`config.mk`:
```
export PLATFORM = sky130hd
export DESIGN_NAME = mem_port_arbiter
export DESIGN_NICKNAME = d
export VERILOG_FILES = /design/src/rtl/mem_port_arbiter_pkg.sv /design/src/rtl/mem_port_arbiter_watchdog.sv /design/src/rtl/mem_port_arbiter.sv
export SDC_FILE = /design/constraint.sdc
export NUM_CORES = 1
export LEC_CHECK = 0
export CORE_MARGIN = 4
export CORE_UTILIZATION = 25
export CTS_BUF_LIST = sky130_fd_sc_hd__clkbuf_2 sky130_fd_sc_hd__clkbuf_4 sky130_fd_sc_hd__clkbuf_8
export DETAILED_ROUTE_END_ITERATION = 6
export MAX_ROUTING_LAYER = met4
export PLACE_DENSITY = 0.54
export SYNTH_ARGS = -nofsm -noshare
export SYNTH_HDL_FRONTEND = slang
export SYNTH_SLANG_ARGS = --single-unit
```
`constraint.sdc`:
```
create_clock -name clk -period 1.8 [get_ports clk]
set_clock_uncertainty 0.2 [all_clocks]
set_input_delay 0.36 -clock clk [delete_from_list [all_inputs] [get_ports clk]]
set_output_delay 0.36 -clock clk [all_outputs]
set_load 0.005 [all_outputs]
```
`src/rtl/mem_port_arbiter_pkg.sv`:
```
// Shared encodings for the instruction/data memory port arbiter: FSM states,
// owner codes and counter widths.
package mem_port_arbiter_pkg;

    localparam int WDOG_W   = 8;
    localparam int STREAK_W = 4;

    typedef enum logic [1:0] {
        ST_IDLE   = 2'd0,
        ST_BUSY_I = 2'd1,
        ST_BUSY_D = 2'd2,
        ST_DONE   = 2'd3
    } arb_state_e;

    typedef enum logic {
        OWN_I = 1'b0,
        OWN_D = 1'b1
    } owner_e;

endpackage

```
`src/rtl/mem_port_arbiter_watchdog.sv`:
```
// Busy-wait watchdog: counts enabled cycles since the last clear and flags the
// cycle on which the count would reach TIMEOUT.
module mem_port_arbiter_watchdog
    import mem_port_arbiter_pkg::*;
#(
    parameter int TIMEOUT = 255
) (
    input  logic clk,
    input  logic rst,
    input  logic clr,
    input  logic en,
    output logic tc
);

    logic [WDOG_W-1:0] cnt_q, cnt_d;

    always_comb begin
        cnt_d = cnt_q;
        if (clr) begin
            cnt_d = '0;
        end else if (en) begin
            cnt_d = cnt_q + WDOG_W'(1);
        end
    end

    // Fires on the enabled cycle whose increment lands on TIMEOUT.
    assign tc = en && (cnt_q == WDOG_W'(TIMEOUT - 1));

    always_ff @(posedge clk) begin
        if (!rst) begin
            cnt_q <= '0;
        end else begin
            cnt_q <= cnt_d;
        end
    end

endmodule

```
`src/rtl/mem_port_arbiter.sv`:
```
// Shares one variable-latency memory port between instruction fetch and the
// data stage; data has priority, bounded by a streak limit while a fetch waits.
module mem_port_arbiter
    import mem_port_arbiter_pkg::*;
#(
    parameter int ADDR_W       = 32,
    parameter int DATA_W       = 32,
    parameter int MAX_D_STREAK = 4,
    parameter int TIMEOUT      = 255
) (
    input  logic              clk,
    input  logic              rst,
    input  logic              if_req,
    input  logic [ADDR_W-1:0] if_addr,
    output logic              if_done,
    output logic [DATA_W-1:0] if_rdata,
    output logic              if_stall,
    input  logic              d_req,
    input  logic              d_we,
    input  logic [ADDR_W-1:0] d_addr,
    input  logic [DATA_W-1:0] d_wdata,
    output logic              d_done,
    output logic [DATA_W-1:0] d_rdata,
    output logic              d_stall,
    output logic              mem_req,
    output logic              mem_we,
    output logic [ADDR_W-1:0] mem_addr,
    output logic [DATA_W-1:0] mem_wdata,
    input  logic [DATA_W-1:0] mem_rdata,
    input  logic              mem_ready,
    output logic              err_timeout
);

    localparam logic [STREAK_W-1:0] STREAK_MAX = STREAK_W'(MAX_D_STREAK);

    arb_state_e          state_q, state_d;
    owner_e              owner_q, owner_d;
    logic [STREAK_W-1:0] streak_q, streak_d;
    logic                mem_req_q, mem_req_d;
    logic                mem_we_q, mem_we_d;
    logic [ADDR_W-1:0]   mem_addr_q, mem_addr_d;
    logic [DATA_W-1:0]   mem_wdata_q, mem_wdata_d;
    logic [DATA_W-1:0]   if_rdata_q, if_rdata_d;
    logic [DATA_W-1:0]   d_rdata_q, d_rdata_d;
    logic                if_done_q, if_done_d;
    logic                d_done_q, d_done_d;
    logic                err_q, err_d;
    logic                wd_clr, wd_en, wd_tc;

    mem_port_arbiter_watchdog #(.TIMEOUT(TIMEOUT)) u_watchdog (
        .clk (clk),
        .rst (rst),
        .clr (wd_clr),
        .en  (wd_en),
        .tc  (wd_tc)
    );

    always_comb begin
        // NOTE: every signal gets a default here so no path leaves it unassigned (no latches).
        state_d     = state_q;
        owner_d     = owner_q;
        streak_d    = streak_q;
        mem_req_d   = mem_req_q;
        mem_we_d    = mem_we_q;
        mem_addr_d  = mem_addr_q;
        mem_wdata_d = mem_wdata_q;
        if_rdata_d  = if_rdata_q;
        d_rdata_d   = d_rdata_q;
        if_done_d   = 1'b0;
        d_done_d    = 1'b0;
        err_d       = err_q;
        wd_clr      = 1'b0;
        wd_en       = 1'b0;

        unique case (state_q)
            ST_IDLE: begin
                if (d_req && !(if_req && streak_q == STREAK_MAX)) begin
                    state_d     = ST_BUSY_D;
                    owner_d     = OWN_D;
                    mem_req_d   = 1'b1;
                    mem_we_d    = d_we;
                    mem_addr_d  = d_addr;
                    mem_wdata_d = d_wdata;
                    wd_clr      = 1'b1;
                    if (!if_req) begin
                        streak_d = '0;
                    end else if (streak_q != STREAK_MAX) begin
                        streak_d = streak_q + STREAK_W'(1);
                    end
                end else if (if_req) begin
                    state_d    = ST_BUSY_I;
                    owner_d    = OWN_I;
                    mem_req_d  = 1'b1;
                    mem_we_d   = 1'b0;
                    mem_addr_d = if_addr;
                    wd_clr     = 1'b1;
                    streak_d   = '0;
                end else begin
                    streak_d = '0;
                end
            end
            ST_BUSY_I, ST_BUSY_D: begin
                if (mem_ready) begin
                    state_d   = ST_DONE;
                    mem_req_d = 1'b0;
                    if (owner_q == OWN_I) begin
                        if_rdata_d = mem_rdata;
                        if_done_d  = 1'b1;
                    end else begin
                        if (!mem_we_q) begin
                            d_rdata_d = mem_rdata;
                        end
                        d_done_d = 1'b1;
                    end
                end else begin
                    wd_en = 1'b1;
                    if (wd_tc) begin
                        state_d   = ST_DONE;
                        mem_req_d = 1'b0;
                        err_d     = 1'b1;
                        if_done_d = (owner_q == OWN_I);
                        d_done_d  = (owner_q == OWN_D);
                    end
                end
            end
            ST_DONE: begin
                state_d = ST_IDLE;
            end
            default: begin
                state_d = ST_IDLE;
            end
        endcase
    end

    // NOTE: sequential state updates use non-blocking assignments only.
    always_ff @(posedge clk) begin
        if (!rst) begin
            state_q     <= ST_IDLE;
            owner_q     <= OWN_I;
            streak_q    <= '0;
            mem_req_q   <= 1'b0;
            mem_we_q    <= 1'b0;
            mem_addr_q  <= '0;
            mem_wdata_q <= '0;
            if_rdata_q  <= '0;
            d_rdata_q   <= '0;
            if_done_q   <= 1'b0;
            d_done_q    <= 1'b0;
            err_q       <= 1'b0;
        end else begin
            state_q     <= state_d;
            owner_q     <= owner_d;
            streak_q    <= streak_d;
            mem_req_q   <= mem_req_d;
            mem_we_q    <= mem_we_d;
            mem_addr_q  <= mem_addr_d;
            mem_wdata_q <= mem_wdata_d;
            if_rdata_q  <= if_rdata_d;
            d_rdata_q   <= d_rdata_d;
            if_done_q   <= if_done_d;
            d_done_q    <= d_done_d;
            err_q       <= err_d;
        end
    end

    assign mem_req     = mem_req_q;
    assign mem_we      = mem_we_q;
    assign mem_addr    = mem_addr_q;
    assign mem_wdata   = mem_wdata_q;
    assign if_rdata    = if_rdata_q;
    assign d_rdata     = d_rdata_q;
    assign if_done     = if_done_q;
    assign d_done      = d_done_q;
    assign err_timeout = err_q;
    assign if_stall    = if_req & ~if_done_q;
    assign d_stall     = d_req & ~d_done_q;

endmodule
```
==> results.tsv, run 1 <==
metric	value	unit
largest net degree at the start of global routing	64	
Final Critical Period	1.77	ns
GRT Total Usage	14.8	%
Overall Power	0.0106	W
I/O Buffers	268	
NumNets Final	1107	
Clock Tree Buf Depth	2	
number of fillers in the final layout	2368	
post-detail-place hpwl	13.8	mm
antenna-violating nets left	0	
met1 Usage GRT	17.7	%
syn_area_per_cell	8.68	um^2
Sum Neg Setup Slack	0	ns
gr busiest metal	met2	
RSZ-0062 raised after global routing	yes	
design area	9780	um^2
first-pass GRT wire length	29.8	mm
share of layout cells above drive strength 1	16.1	%
worst vdd ir	0.483	mV
CTS buffer count	17	
Residual DRC	0	
Cell Area, Synth	5880	um^2
Crit path required time	1.95	ns
Final period util	98.5	%
Layout area overhead	66.4	%
CTS sink cnt	148	
Die W	161	um
Top delay family on crit path	simple AND/OR/NAND/NOR gates	
maximum clock rate	0.564	GHz
routability cong.	0.758	
Seq cells post-synth	148	
initial antenna violation count	0	
full die area	26000	um^2
crit-path cells	inv_2, ha_4, nand2_4, or3_4, clkbuf_16, nand2_1, a21boi_0	
area share of the largest cell type after synthesis	50.4	%
Via Count	5543	
CTS Hold Bufs	0	
vias in the first global route	5445	
I/O pin cnt	269	
Layout Utilization	42.7	%
Crit Path Category	register to register	
Skew-Pair Late Insertion Delay	0.44	ns
drt total wl	19.9	mm
Synth Net Count	818	
met2 Use GR	23.5	%
core outline area	22900	um^2
Synth cell types	38	
Clock Tree Root	clkbuf_8	
1st-pass router iterations	4	
final slew viol count	0	
Vias per Instance	4.29	
max_slew headroom	79.4	%
Max FO, Critical Path	8	
max incr delay on CP	0.41	ns
HP Class	input pin to register	
Pleak	4.24	nW
CTS tree	built	
post-synth top area cell	dfxtp_1	
crit start category	register	
Worst-path clk slew	0.10	ns
post-synthesis sequential area ratio	50.4	%
dpl cell area	9150	um^2
Worst Path Arrival	1.92	ns
chip height	161	um
Initial Util	25.6	%
status	finished, final reports clean	
synth warn	0	
cells after synthesis	677	
remaining global-route overflow	0	
wire per inst	15.4	um
Crit. End Element	register	
Crit path buffers/inverters	2	
slew at the pin with the worst max-slew slack	0.305	ns
synth top area cells	dfxtp_1 (50%), nand2_1 (15%), a21boi_0 (6.6%)	
P per Cell Area	1090	nW/um^2
1st-iter DRT viols	281	
site row count	55	
Hold Vio Cnt, Final	0	
met3 Usage GRT	5.64	%
H-tree levels	4	
CP max-delay cell	or3_4	
count of final setup violators	0	
max_cap viols	0	
sequential cells by signal, summed over array words and instances (netlist names):
register / flops
mem_we: 1
state_q: 2
owner_q: 1
mem_wdata: 32
mem_req: 1
streak_q: 4
if_done: 1
mem_addr: 32
d_done: 1
if_rdata: 32
u_watchdog.cnt_q: 8
d_rdata: 32
err_timeout: 1
worst register-to-register path, delay by kind of cell (launching register included):
family	cells	cell delay (ns)
AND/OR/NAND/NOR	3	0.54
flip-flops	1	0.35
adder cells (fa/ha/maj)	1	0.28
AO/OA/AOI/OAI	1	0.07
buffers and inverters	2	0.25
stage by stage:
stage	setup slack, ns	hold slack [ns]	cells
detailed placement	-0.356	0.241	1251
floorplan	0.0236	0.214	677
finish	0.0266	0.106	1293
global placement	-0.346	0.235	1251
CTS	-0.0485	0.0729	1286
global route	-0.0476	0.0733	1292
area by class of cell:
type	count	area, um^2	area share (%)
Timing Repair Buffer	315	3120	31.9
Sequential cell	148	3020	30.9
Multi-Input combinational cell	476	2780	28.4
Tap cell	313	392	4.00
Clock buffer	17	234	2.39
Clock inverter	15	203	2.07
Inverter	8	30.0	0.307
Antenna cell	1	2.50	0.0256
metal layers:
layer  up-vias  routed length [um]
li1       2822                   -
met1      2530                8940
met2       174                9190
met3        17                1490
met4         0                 286
met5         -                   0
cells in the final DEF (no fill, tap or decap), types with 3 or more instances in the layout:
cell type        netlist  routed
ha_1                   7       5
clkbuf_16              0       3
or3_1                  4       3
nand2_4                0       4
clkbuf_8               0      17
xor2_1                 3       3
nand2_2                1      13
a21boi_2               0       3
a21boi_0              52      40
buf_12                 0      11
dfxtp_1              148     104
clkdlybuf4s50_1        0     130
o21ai_0                5       5
inv_6                  0       4
inv_1                  8       6
mux2i_1               35      35
inv_8                  0       6
nor2_1                11      10
nand2_1              239     223
a21boi_1              46      55
nand4_1                4       4
o21ai_1               32      32
nand3_1                6       6
dlygate4sd2_1          0     135
buf_4                  2      24
nor2b_1                4       3
buf_6                  6       7
dfxtp_2                0      44
a21oi_1                4       3
cell usage after synthesis (all sizes together):
| master | n |
|---|---|
| o22ai | 2 |
| xor2 | 3 |
| nor3 | 2 |
| clkbuf | 19 |
| nand3b | 2 |
| o211ai | 2 |
| o21a | 1 |
| o221ai | 1 |
| and2 | 2 |
| o21ai | 37 |
| mux2i | 35 |
| a21oi | 4 |
| ha | 7 |
| nand2 | 240 |
| and4b | 1 |
| xnor2 | 2 |
| or3 | 4 |
| a31o | 1 |
| nand3 | 6 |
| dfxtp | 148 |
| a21boi | 98 |
| inv | 8 |
| a32o | 1 |
| a211oi | 1 |
| nand4b | 3 |
| and3 | 1 |
| nand4 | 4 |
| nor2b | 4 |
| nor4 | 1 |
| buf | 26 |
| nor2 | 11 |
path summary, 6_finish.rpt:
| kind | from | endpoint | slack, ns | cells past startpoint |
|---|---|---|---|---|
| max reg2reg | state_q[0] | d_rdata[2] | 0.03 | 7 |
| max | state_q[0] | d_rdata[2] | 0.03 | 7 |
| min reg2reg | mem_addr[4] | mem_addr[4] | 0.25 | 2 |
| min | rst | streak_q[0] | 0.11 | 2 |
cells by family after synthesis:
kind of cell,count (synthesis),synth area share (%)
buffers and inverters,53,4.66
AO/OA/AOI/OAI,148,17.2
adder cells (fa/ha/maj),7,1.49
flip-flops,148,50.4
multiplexers,35,5.96
AND/OR/NAND/NOR,281,19.5
XOR/XNOR,5,0.745
where the power goes:
group | leakage (nW) | switching, W | total [W] | internal, W
clock | 0.219 | 0.00156 | 0.00289 | 0.00133
combinational | 2.79 | 0.00173 | 0.00357 | 0.00183
sequential | 1.23 | 0.000278 | 0.00417 | 0.00390
timing repair:
action                     CTS  global route
cloned                       2             4
setup buffers                2             2
setup endpoints to repair  210           102
pin swaps                    2            10
gates resized for setup    188            50
Power figures use the tool's default switching activity.
==> inputs of run 2 (changes only) <==
- PLACE_DENSITY: 0.54 -> 0.52
- clock period: 1.8 -> 2.14 ns (I/O delays scaled with it)
==> run 2 against run 1 <==
Largest power group unchanged. Routed wire length is 4.1% lower. Highest routed layer unchanged. Critical path depth is 4 lower. Critical path type is now input pin to primary output. Global-route usage is 0.18 points higher.
==> results.tsv, run 2 (synthesized netlist as in run 1, its figures left out) <==
metric	value	unit	change
Die W	161	um	unchanged
HP Class	input pin to register		unchanged
Reg area	2960	um^2	was 3020 um^2
H-tree levels	4		unchanged
Overall Power	0.00876	W	was 0.0106 W
max_slew headroom	74.2	%	was 79.4%
count of final setup violators	0		unchanged
first-pass GRT wire length	30.3	mm	was 29.8 mm
CTS sink cnt	148		unchanged
NumNets Final	1087		was 1107
Multi-input gate area	2650	um^2	was 2780 um^2
chip height	161	um	unchanged
Sum Neg Setup Slack	0	ns	unchanged
RSZ-0062 raised after global routing	no		was yes
1st-iter DRT viols	311		was 281
crit-path cells	dlygate4sd2_1, nor2b_1, clkdlybuf4s50_1		was inv_2, ha_4, nand2_4, or3_4, clkbuf_16, nand2_1, a21boi_0
Final Critical Period	2.04	ns	
Crit. End Element	primary output		was register
Worst-path clk slew	0.08	ns	was 0.10 ns
R2R depth	7		unchanged
met3 Usage GRT	3.44	%	was 5.64%
status	finished, final reports clean		unchanged
vias in the first global route	5379		was 5445
Via Count	5348		was 5543
P per Cell Area	927	nW/um^2	was 1090 nW/um^2
Worst Hold End	mem_wdata[26]		was streak_q[0]
CTS buffer count	17		unchanged
Residual DRC	0		unchanged
Sequential Power Share	40.1	%	was 39.3%
full die area	26000	um^2	unchanged
wire per inst	15.0	um	was 15.4 um
GRT Total Usage	15.0	%	was 14.8%
r2r setup slk	0.21	ns	was 0.03 ns
met2 Use GR	24.7	%	was 23.5%
cell-internal power	0.00605	W	was 0.00706 W
number of fillers in the final layout	2363		was 2368
Max FO, Critical Path	3		was 8
routability cong.	0.784		was 0.758
Final period util	95.2	%	
HP Start	rst		unchanged
Pleak	3.43	nW	was 4.24 nW
Vias per Instance	4.21		was 4.29
crit start category	input pin		was register
dpl cell area	9030	um^2	was 9150 um^2
core outline area	22900	um^2	unchanged
Crit path buffers/inverters	2		unchanged
Skew-Pair Late Insertion Delay	0.43	ns	was 0.44 ns
I/O pin cnt	269		unchanged
Top delay family on crit path	buffers and inverters		was simple AND/OR/NAND/NOR gates
clock share of power	26.6	%	was 27.2%
CTS Hold Bufs	0		unchanged
antenna-violating nets left	0		unchanged
max_cap viols	0		unchanged
R2R Path End	d_rdata[0]		was d_rdata[2]
P_sw	0.00270	W	was 0.00357 W
met1 Usage GRT	18.6	%	was 17.7%
Worst Path Arrival	1.41	ns	was 1.92 ns
CP max-delay cell	clkdlybuf4s50_1		was or3_4
logic gate share of total power	33.3	%	was 33.6%
Hold Path Stages	2		unchanged
Initial Util	25.6	%	unchanged
most common cell after layout, fill and taps aside	clkdlybuf4s50_1		was nand2_1
remaining global-route overflow	0		unchanged
most frequent cells in the layout	clkdlybuf4s50_1 (265), nand2_1 (239), dfxtp_1 (147), a21boi_0 (52), a21boi_1 (46)		was nand2_1 (223), dlygate4sd2_1 (135), clkdlybuf4s50_1 (130), dfxtp_1 (104), a21boi_1 (55)
Crit Path Category	input pin to primary output		was register to register
drt total wl	19.1	mm	was 19.9 mm
post-detail-place hpwl	14.0	mm	was 13.8 mm
I/O Buffers	268		unchanged
initial antenna violation count	0		unchanged
maximum clock rate	0.491	GHz	
gr busiest metal	met2		unchanged
largest net degree at the start of global routing	62		was 64
Crit path required time	1.51	ns	was 1.95 ns
Worst setup startpoint	if_req		was state_q[0]
Clock Tree Buf Depth	2		unchanged
FF-to-FF Start	state_q[0]		unchanged
Hold Vio Cnt, Final	0		unchanged
Clock Tree Root	clkbuf_8		unchanged
Layout area overhead	60.7	%	was 66.4%
slew at the pin with the worst max-slew slack	0.385	ns	was 0.305 ns
CTS tree	built		unchanged
design area	9440	um^2	was 9780 um^2
Sw Share	30.9	%	was 33.6%
Inserted Diodes	0		was 1
worst vdd ir	0.307	mV	was 0.483 mV
max incr delay on CP	0.52	ns	was 0.41 ns
site row count	55		unchanged
1st-pass router iterations	4		unchanged
share of layout cells above drive strength 1	6.89	%	was 16.1%
final slew viol count	0		unchanged
run 2: cell types whose count changed in the layout (fill, tap and decap cells not counted), moves of 4 or more:
cell | before | now
a21boi_0 | 40 | 52
buf_6 | 7 | 0
a21boi_1 | 55 | 46
nand2_2 | 13 | 1
inv_8 | 6 | 0
dfxtp_2 | 44 | 1
dlygate4sd2_1 | 135 | 2
nand2_4 | 4 | 0
clkdlybuf4s50_1 | 130 | 265
dfxtp_1 | 104 | 147
buf_4 | 24 | 18
nand2_1 | 223 | 239
run 2: worst max-delay path by stage:
| stage | endpoint | slack, ns | depth (start not counted) |
|---|---|---|---|
| 2_1_floorplan | d_rdata[10] | 0.29 | 8 |
| 3_3_place_gp | if_stall | -0.16 | 3 |
| 3_5_place_dp | mem_addr[27] | -0.19 | 7 |
| 4_1_cts | mem_we | 0.05 | 1 |
| 5_1_grt | d_rdata[1] | 0.03 | 8 |
| 6_report | if_stall | 0.10 | 3 |
run 2: timing repair:
action | 4_1_cts | 5_1_grt
gates resized for setup | 3 | 1
pin swaps | 0 | 0
setup buffers | 0 | 0
setup endpoints to repair | 3 | 5
run 2: final cells by class:
class | instances | share of cell area, %
clock inverter | 11 | 1.60
timing repair buffer | 295 | 31.7
clock buffer | 20 | 2.78
multi-input combinational | 476 | 28.1
tap | 313 | 4.15
inverter | 8 | 0.318
sequential | 148 | 31.4
run 2: worst register-to-register path, delay by kind of cell, from the launching register on:
| kind | cells | cell delay, ns |
|---|---|---|
| AO/OA/AOI/OAI | 1 | 0.07 |
| adder cells (fa/ha/maj) | 1 | 0.39 |
| buffers and inverters | 2 | 0.25 |
| flip-flops | 1 | 0.37 |
| AND/OR/NAND/NOR | 3 | 0.54 |
run 2: power groups by stage:
stage	Combinational (W)	Sequential, W	Clock [W]
5_1_grt	0.00322	0.00358	0.00256
3_5_place_dp	0.00297	0.00357	0
3_3_place_gp	0.00297	0.00356	0
6_report	0.00291	0.00351	0.00233
4_1_cts	0.00298	0.00352	0.00245
2_1_floorplan	0.00117	0.00359	0
run 2: per-layer routing:
layer	share of wire (%)	up-vias	wire length, um
li1	-	2769	-
met1	45	2445	8690
met2	50	123	9470
met3	3.8	11	733
met4	1.1	0	209
met5	0	-	0
run 2: through the flow:
| stage | util, % | hold WS, ns | instances | setup WS, ns |
|---|---|---|---|---|
| after CTS | 41.2 | 0.145 | 1271 | 0.0493 |
| final | 41.2 | 0.180 | 1271 | 0.102 |
| after global placement | 39.4 | 0.234 | 1240 | -0.161 |
| after detailed placement | 39.4 | 0.240 | 1240 | -0.189 |
| after global routing | 41.2 | 0.146 | 1271 | 0.0303 |
| after floorplan | - | 0.214 | 677 | 0.294 |
